--- config.mk ---
export PLATFORM = sky130hd
export DESIGN_NAME = serial_queue
export DESIGN_NICKNAME = d
export VERILOG_FILES = /design/src/rtl/serial_queue_pkg.sv /design/src/rtl/sync_fifo.sv /design/src/rtl/serial_queue.sv
export SDC_FILE = /design/constraint.sdc
export NUM_CORES = 1
export LEC_CHECK = 0
export BUFFER_PORTS_ARGS = -buffer_cell sky130_fd_sc_hd__buf_2
export CORE_AREA = 5 5 79 117
export CTS_BUF_LIST = sky130_fd_sc_hd__clkbuf_8 sky130_fd_sc_hd__clkbuf_16
export DETAILED_ROUTE_END_ITERATION = 10
export DIE_AREA = 0 0 84 122
export PLACE_DENSITY = 0.65
export SETUP_SLACK_MARGIN = 0.4
export SLEW_MARGIN = 20
export SYNTH_ARGS = -nofsm -noshare
export SYNTH_HDL_FRONTEND = slang
export SYNTH_SLANG_ARGS = --single-unit
export TNS_END_PERCENT = 20
--- constraint.sdc ---
create_clock -name clock1M -period 3.3 [get_ports clock1M]
set_input_delay 0.825 -clock clock1M [delete_from_list [all_inputs] [get_ports clock1M]]
set_output_delay 0.825 -clock clock1M [all_outputs]
set_load 0.1 [all_outputs]
--- src/rtl/serial_queue_pkg.sv ---
// Shared types and default sizing for the serial-in word queue.
package serial_queue_pkg;

    // Deserializer states: collecting bits, or holding a finished word
    typedef enum logic {
        SHIFT = 1'b0,
        PUSH  = 1'b1
    } deser_state_t;

    localparam int DEFAULT_WIDTH = 8;
    localparam int DEFAULT_DEPTH = 8;

endpackage

--- src/rtl/sync_fifo.sv ---
// Single-clock FIFO storage with wrapping pointers and a separate word count.
module sync_fifo
    import serial_queue_pkg::*;
#(
    parameter int WIDTH = DEFAULT_WIDTH,
    parameter int DEPTH = DEFAULT_DEPTH
) (
    input  logic                       clk,
    input  logic                       rst_n,
    input  logic                       push,
    input  logic                       pop,
    input  logic [WIDTH-1:0]           wdata,
    output logic [WIDTH-1:0]           rdata,
    output logic [$clog2(DEPTH+1)-1:0] count
);

    localparam int PW = $clog2(DEPTH);
    localparam int CW = $clog2(DEPTH + 1);

    logic [WIDTH-1:0] mem [DEPTH];
    logic [PW-1:0]    wr_ptr;
    logic [PW-1:0]    rd_ptr;

    // Head word is visible combinationally so the caller can latch it on the pop edge
    assign rdata = mem[rd_ptr];

    // Storage is not reset; stale words are unreachable once count is cleared
    always_ff @(posedge clk) begin
        if (push) begin
            mem[wr_ptr] <= wdata;
        end
    end

    // Pointers wrap naturally at DEPTH because DEPTH is a power of two
    always_ff @(posedge clk or negedge rst_n) begin
        if (!rst_n) begin
            wr_ptr <= '0;
            rd_ptr <= '0;
        end else begin
            if (push) begin
                wr_ptr <= wr_ptr + PW'(1);
            end
            if (pop) begin
                rd_ptr <= rd_ptr + PW'(1);
            end
        end
    end

    // Count tracks occupancy; a simultaneous push and pop leaves it unchanged
    always_ff @(posedge clk or negedge rst_n) begin
        if (!rst_n) begin
            count <= '0;
        end else begin
            case ({push, pop})
                2'b10:   count <= count + CW'(1);
                2'b01:   count <= count - CW'(1);
                default: count <= count;
            endcase
        end
    end

endmodule

--- src/rtl/serial_queue.sv ---
// Serial-to-parallel deserializer feeding a word FIFO with a registered pop port.
module serial_queue
    import serial_queue_pkg::*;
#(
    parameter int WIDTH = DEFAULT_WIDTH,
    parameter int DEPTH = DEFAULT_DEPTH
) (
    input  logic                       clock1M,
    input  logic                       reset,
    input  logic                       data_in,
    input  logic                       write_in,
    input  logic                       dequeue_in,
    output logic                       status_out,
    output logic [WIDTH-1:0]           data_out,
    output logic                       data_valid,
    output logic [$clog2(DEPTH+1)-1:0] len_out,
    output logic                       full_out,
    output logic                       empty_out
);

    localparam int BW = $clog2(WIDTH);
    localparam int LW = $clog2(DEPTH + 1);
    localparam logic [BW-1:0] LAST_BIT   = BW'(WIDTH - 1);
    localparam logic [LW-1:0] FULL_LEVEL = LW'(DEPTH);

    deser_state_t     state;
    deser_state_t     next_state;
    logic [BW-1:0]    bit_cnt;
    logic [WIDTH-1:0] shift_reg;
    logic [WIDTH-1:0] head_word;
    logic             push;
    logic             pop_valid;

    assign pop_valid  = dequeue_in && (len_out != '0);
    assign full_out   = (len_out == FULL_LEVEL);
    assign empty_out  = (len_out == '0);

    // Deserializer state register
    always_ff @(posedge clock1M or negedge reset) begin
        if (!reset) begin
            state <= SHIFT;
        end else begin
            state <= next_state;
        end
    end

    // Next state, push decision and busy flag; a full queue stalls in PUSH unless a pop frees a slot
    always_comb begin
        next_state = state;
        push       = 1'b0;
        status_out = 1'b0;
        case (state)
            SHIFT: begin
                if (write_in && (bit_cnt == LAST_BIT)) begin
                    next_state = PUSH;
                end
            end
            PUSH: begin
                status_out = 1'b1;
                if ((len_out != FULL_LEVEL) || pop_valid) begin
                    push       = 1'b1;
                    next_state = SHIFT;
                end
            end
            default: next_state = SHIFT;
        endcase
    end

    // Shift register and bit counter only move while collecting bits
    always_ff @(posedge clock1M or negedge reset) begin
        if (!reset) begin
            shift_reg <= '0;
            bit_cnt   <= '0;
        end else if ((state == SHIFT) && write_in) begin
            shift_reg <= {shift_reg[WIDTH-2:0], data_in};
            if (bit_cnt == LAST_BIT) begin
                bit_cnt <= '0;
            end else begin
                bit_cnt <= bit_cnt + BW'(1);
            end
        end
    end

    // Output register captures the head word on a valid pop and pulses data_valid
    always_ff @(posedge clock1M or negedge reset) begin
        if (!reset) begin
            data_out   <= '0;
            data_valid <= 1'b0;
        end else begin
            data_valid <= pop_valid;
            if (pop_valid) begin
                data_out <= head_word;
            end
        end
    end

    sync_fifo #(
        .WIDTH(WIDTH),
        .DEPTH(DEPTH)
    ) u_fifo (
        .clk   (clock1M),
        .rst_n (reset),
        .push  (push),
        .pop   (pop_valid),
        .wdata (shift_reg),
        .rdata (head_word),
        .count (len_out)
    );

endmodule
==> results.txt <==
* Setup slack on the worst flop-to-flop path: around 1.1 ns
* Clock net sink count: 95
- From left edge to right edge, the die measures roughly 84 um.
- For this run, design rule violations remaining after detail routing come to 0.
- Vias per Instance: between 5 and 6
- Of the synthesized area, sequential elements account for between 60% and 70%.
- Data on the critical path is required at its endpoint by 2.47 ns.
- Cell area after synthesis: between 3000 and 4000 um^2
- Measured in cells, the most critical reg-to-reg path has a length of 8.
- Dividing the detail-routed wire length by the instance count gives between 15 and 20 um.
* Reg2Reg Capture Point: u_fifo.count[3]$_DFFE_PN0P_
* Grt total ovfl: 0
- The core region is just over 8000 um^2.
* Number of cells on the worst hold path: 2
- Along the worst path, the maximum fanout reaches 6.
* Number of H-tree levels: 3
- Multiplexer share of the synthesized area: between 10% and 20%
- The clock reaches the later pin of the worst-skew pair after around 0.34 ns.
- Clock Path Buffers: 2
* Number of buffers inserted during clock tree synthesis: 9
* Post-synthesis area per instance: about 16 um^2
* Synthesized netlist net count: around 260
* Setup repair after global routing missed its margin: no
- Resize count post-CTS: 0
- The min-delay analysis places its worst path in the category flip-flop to flip-flop.
* Utilization after layout: between 50% and 60%
- 0 antenna diodes ended up in the layout.
- For this run, global-route usage on met3 was measured as 2.98%.
- Die outline area: slightly above 10000 um^2
- After clock tree synthesis, the clock-pin slew on the worst setup and hold paths is about 0.060 ns.
- Initial antenna violation count: 0
* CTS tree: yes
- In the global route stage, overall resource usage came out at 13.5%.
- Number of antenna-violating nets in the routed design: 0
- Based on the critical path, the design can be clocked at up to around 0.37 GHz.
- Hold repair after CTS inserted 0 buffers.
* Met1 track demand over resource in global routing: between 15 and 20%
- Hold Path Origin: data_out[0]$_DFFE_PN0N_
- Actual transition at the worst max-transition pin: a little over 0.7 ns
- Max-Cap Viols: 0
* Worst reg2reg path startpoint: u_fifo.count[1]$_DFFE_PN0P_
* Flip-flop count of the largest register, all copies and words added: 64
* Number of enable-type register cells in the synthesized netlist: 64
- Total negative setup slack: 0 ns
- Wires add up to between 6000 and 7000 um.
- Crit path time final: 2.68 ns
- Worst hold path endpoint: data_out[0]$_DFFE_PN0N_
* Most common library cell in the layout ignoring fill and taps: sky130_fd_sc_hd__edfxtp_1
* Via count of the first global-routing pass: between 2000 and 2500
- The first global-routing pass estimated roughly 11000 um of wire.
* CP startpoint kind: flip-flop
- Number of hold-slack violations in the final timing report: 0
* Endpoint class of the critical path: primary output
- Relative area change from synthesis to final layout: 13.9%
- 21 I/O pins were placed.
- The synthesized netlist devotes under 10% of its cell area to compound gates.
* Most instantiated flip-flop cell in the synthesis netlist: sky130_fd_sc_hd__edfxtp_1
* Pin count of the biggest net entering global routing: 35
- Met2 track demand over resource in global routing: between 20 and 25%
- Count of vias placed by the detailed router: about 2000
- The critical path is of the flip-flop to primary output type.
- The synthesized netlist devotes under 10% of its cell area to simple gates.
- Final-report setup violation count: 0
* Post-synthesis cell count: between 200 and 250
- Half-perimeter wire length of the detailed placement result: about 4500 um
* Max Transition Viols Final: 0
* Yosys warning total: 0
- In the layout the commonest cells are 64 x sky130_fd_sc_hd__edfxtp_1, 30 x sky130_fd_sc_hd__dfrtp_1, 26 x sky130_fd_sc_hd__mux2_2.
- The initial utilization of the core area, before any placement, comes to between 40% and 50%.
- In this run, the number of DRC markers left after iteration 0 of detailed routing was between 100 and 150.
- Relative max-transition margin: 51.6%
- Final weighted congestion in routability-driven placement: about 0.73
* Fraction of registers with async set or reset after synthesis: between 30% and 40%
- Number of optimization iterations in the first detailed-route pass: 4
- Arrival time at the worst endpoint: approximately 1.9 ns
- Summing the areas of all fa, ha and maj instances in the mapped netlist gives 2.44% of the synthesized area.
* Row cnt: 41
* Busiest layer in global routing: met2
* Die Ht: around 120 um
- Post-CTS timing repair inserted 0 buffers for setup.
- Fin crit share: between 80% and 90%
* Outcome: finished clean
* Proportion of layout cells with a drive suffix above 1: approximately 29%
- Synth Register Bits: 95
- Worst Clk Skew: between 0.008 and 0.009 ns
- Root Buffer: sky130_fd_sc_hd__clkbuf_16
- Count of different cell masters after synthesis: 38
* Area share of xor/xnor cells in the synthesized design: around 1.8%
* Number of I/O port buffers: 20
- Number of nets in the finished design: 289
- After synthesis, the largest family of logic cells by area is multiplexers.
[kinds of logic (layout without fill, tap and decap cells)]
| group | count (synthesis) | count (layout) |
|---|---|---|
| AND/OR/NAND/NOR | 43 | 43 |
| multiplexers | 44 | 44 |
| XOR/XNOR | 8 | 8 |
| adder cells (fa/ha/maj) | 7 | 7 |
| flip-flops | 95 | 95 |
| buffers and inverters | 17 | 52 |
| AO/OA/AOI/OAI | 33 | 33 |
[layer usage]
layer / wire [um] / part of all wire [%] / vias to the layer above
li1: - / - / 992
met1: 2590 / 41 / 966
met2: 3390 / 54 / 34
met3: 195 / 3.1 / 10
met4: 125 / 2.0 / 0
met5: 0 / 0 / -
[critical path: stages (launching register included)]
cell,delay [ns]
sky130_fd_sc_hd__dfrtp_1,0.45
sky130_fd_sc_hd__or4b_4,0.59
sky130_fd_sc_hd__inv_1,0.06
sky130_fd_sc_hd__buf_2,0.41
[synth_stat cells, drive strengths merged, types with 7 or more instances]
master | instances | area (um^2)
mux2 | 27 | 304
dfrtp | 31 | 776
o21ai | 10 | 53.8
nor2 | 7 | 26.3
buf | 10 | 65.1
xnor2 | 7 | 61.3
edfxtp | 64 | 1920
o22ai | 8 | 50.1
a221o | 8 | 80.1
nand2 | 21 | 78.8
mux2i | 17 | 170
[how the worst max path moves through the flow]
stage	startpoint	endpoint	slack, ns
4_1_cts	u_fifo.count[1]$_DFFE_PN0P_	full_out	0.60
3_3_place_gp	dequeue_in	u_fifo.count[3]$_DFFE_PN0P_	0.93
3_5_place_dp	dequeue_in	u_fifo.count[3]$_DFFE_PN0P_	0.84
2_1_floorplan	u_fifo.count[1]$_DFFE_PN0P_	empty_out	0.37
6_report	u_fifo.count[1]$_DFFE_PN0P_	full_out	0.62
5_1_grt	u_fifo.count[1]$_DFFE_PN0P_	full_out	0.57
[cell type report]
cell class	instances	area, um^2
fillers	696	3770
flip-flops and latches	95	2700
multi-input cells	135	1120
clock buffers	10	239
repair buffers	30	175
well taps	107	134
clock inverters	6	43.8
inverters	6	22.5
[metrics by stage]
| stage | cell area (um^2) | setup WS, ns | instances | hold WS (ns) |
|---|---|---|---|---|
| floorplan | 3900 | 0.368 | 247 | 0.487 |
| global placement | 4150 | 0.933 | 373 | 0.461 |
| detailed placement | 4150 | 0.841 | 373 | 0.468 |
| CTS | 4440 | 0.605 | 389 | 0.482 |
| global route | 4440 | 0.567 | 389 | 0.517 |
| finish | 4440 | 0.622 | 389 | 0.472 |
Power is not shown: default switching activity piles up to over one toggle a cycle in this logic, so the estimate is an artifact.
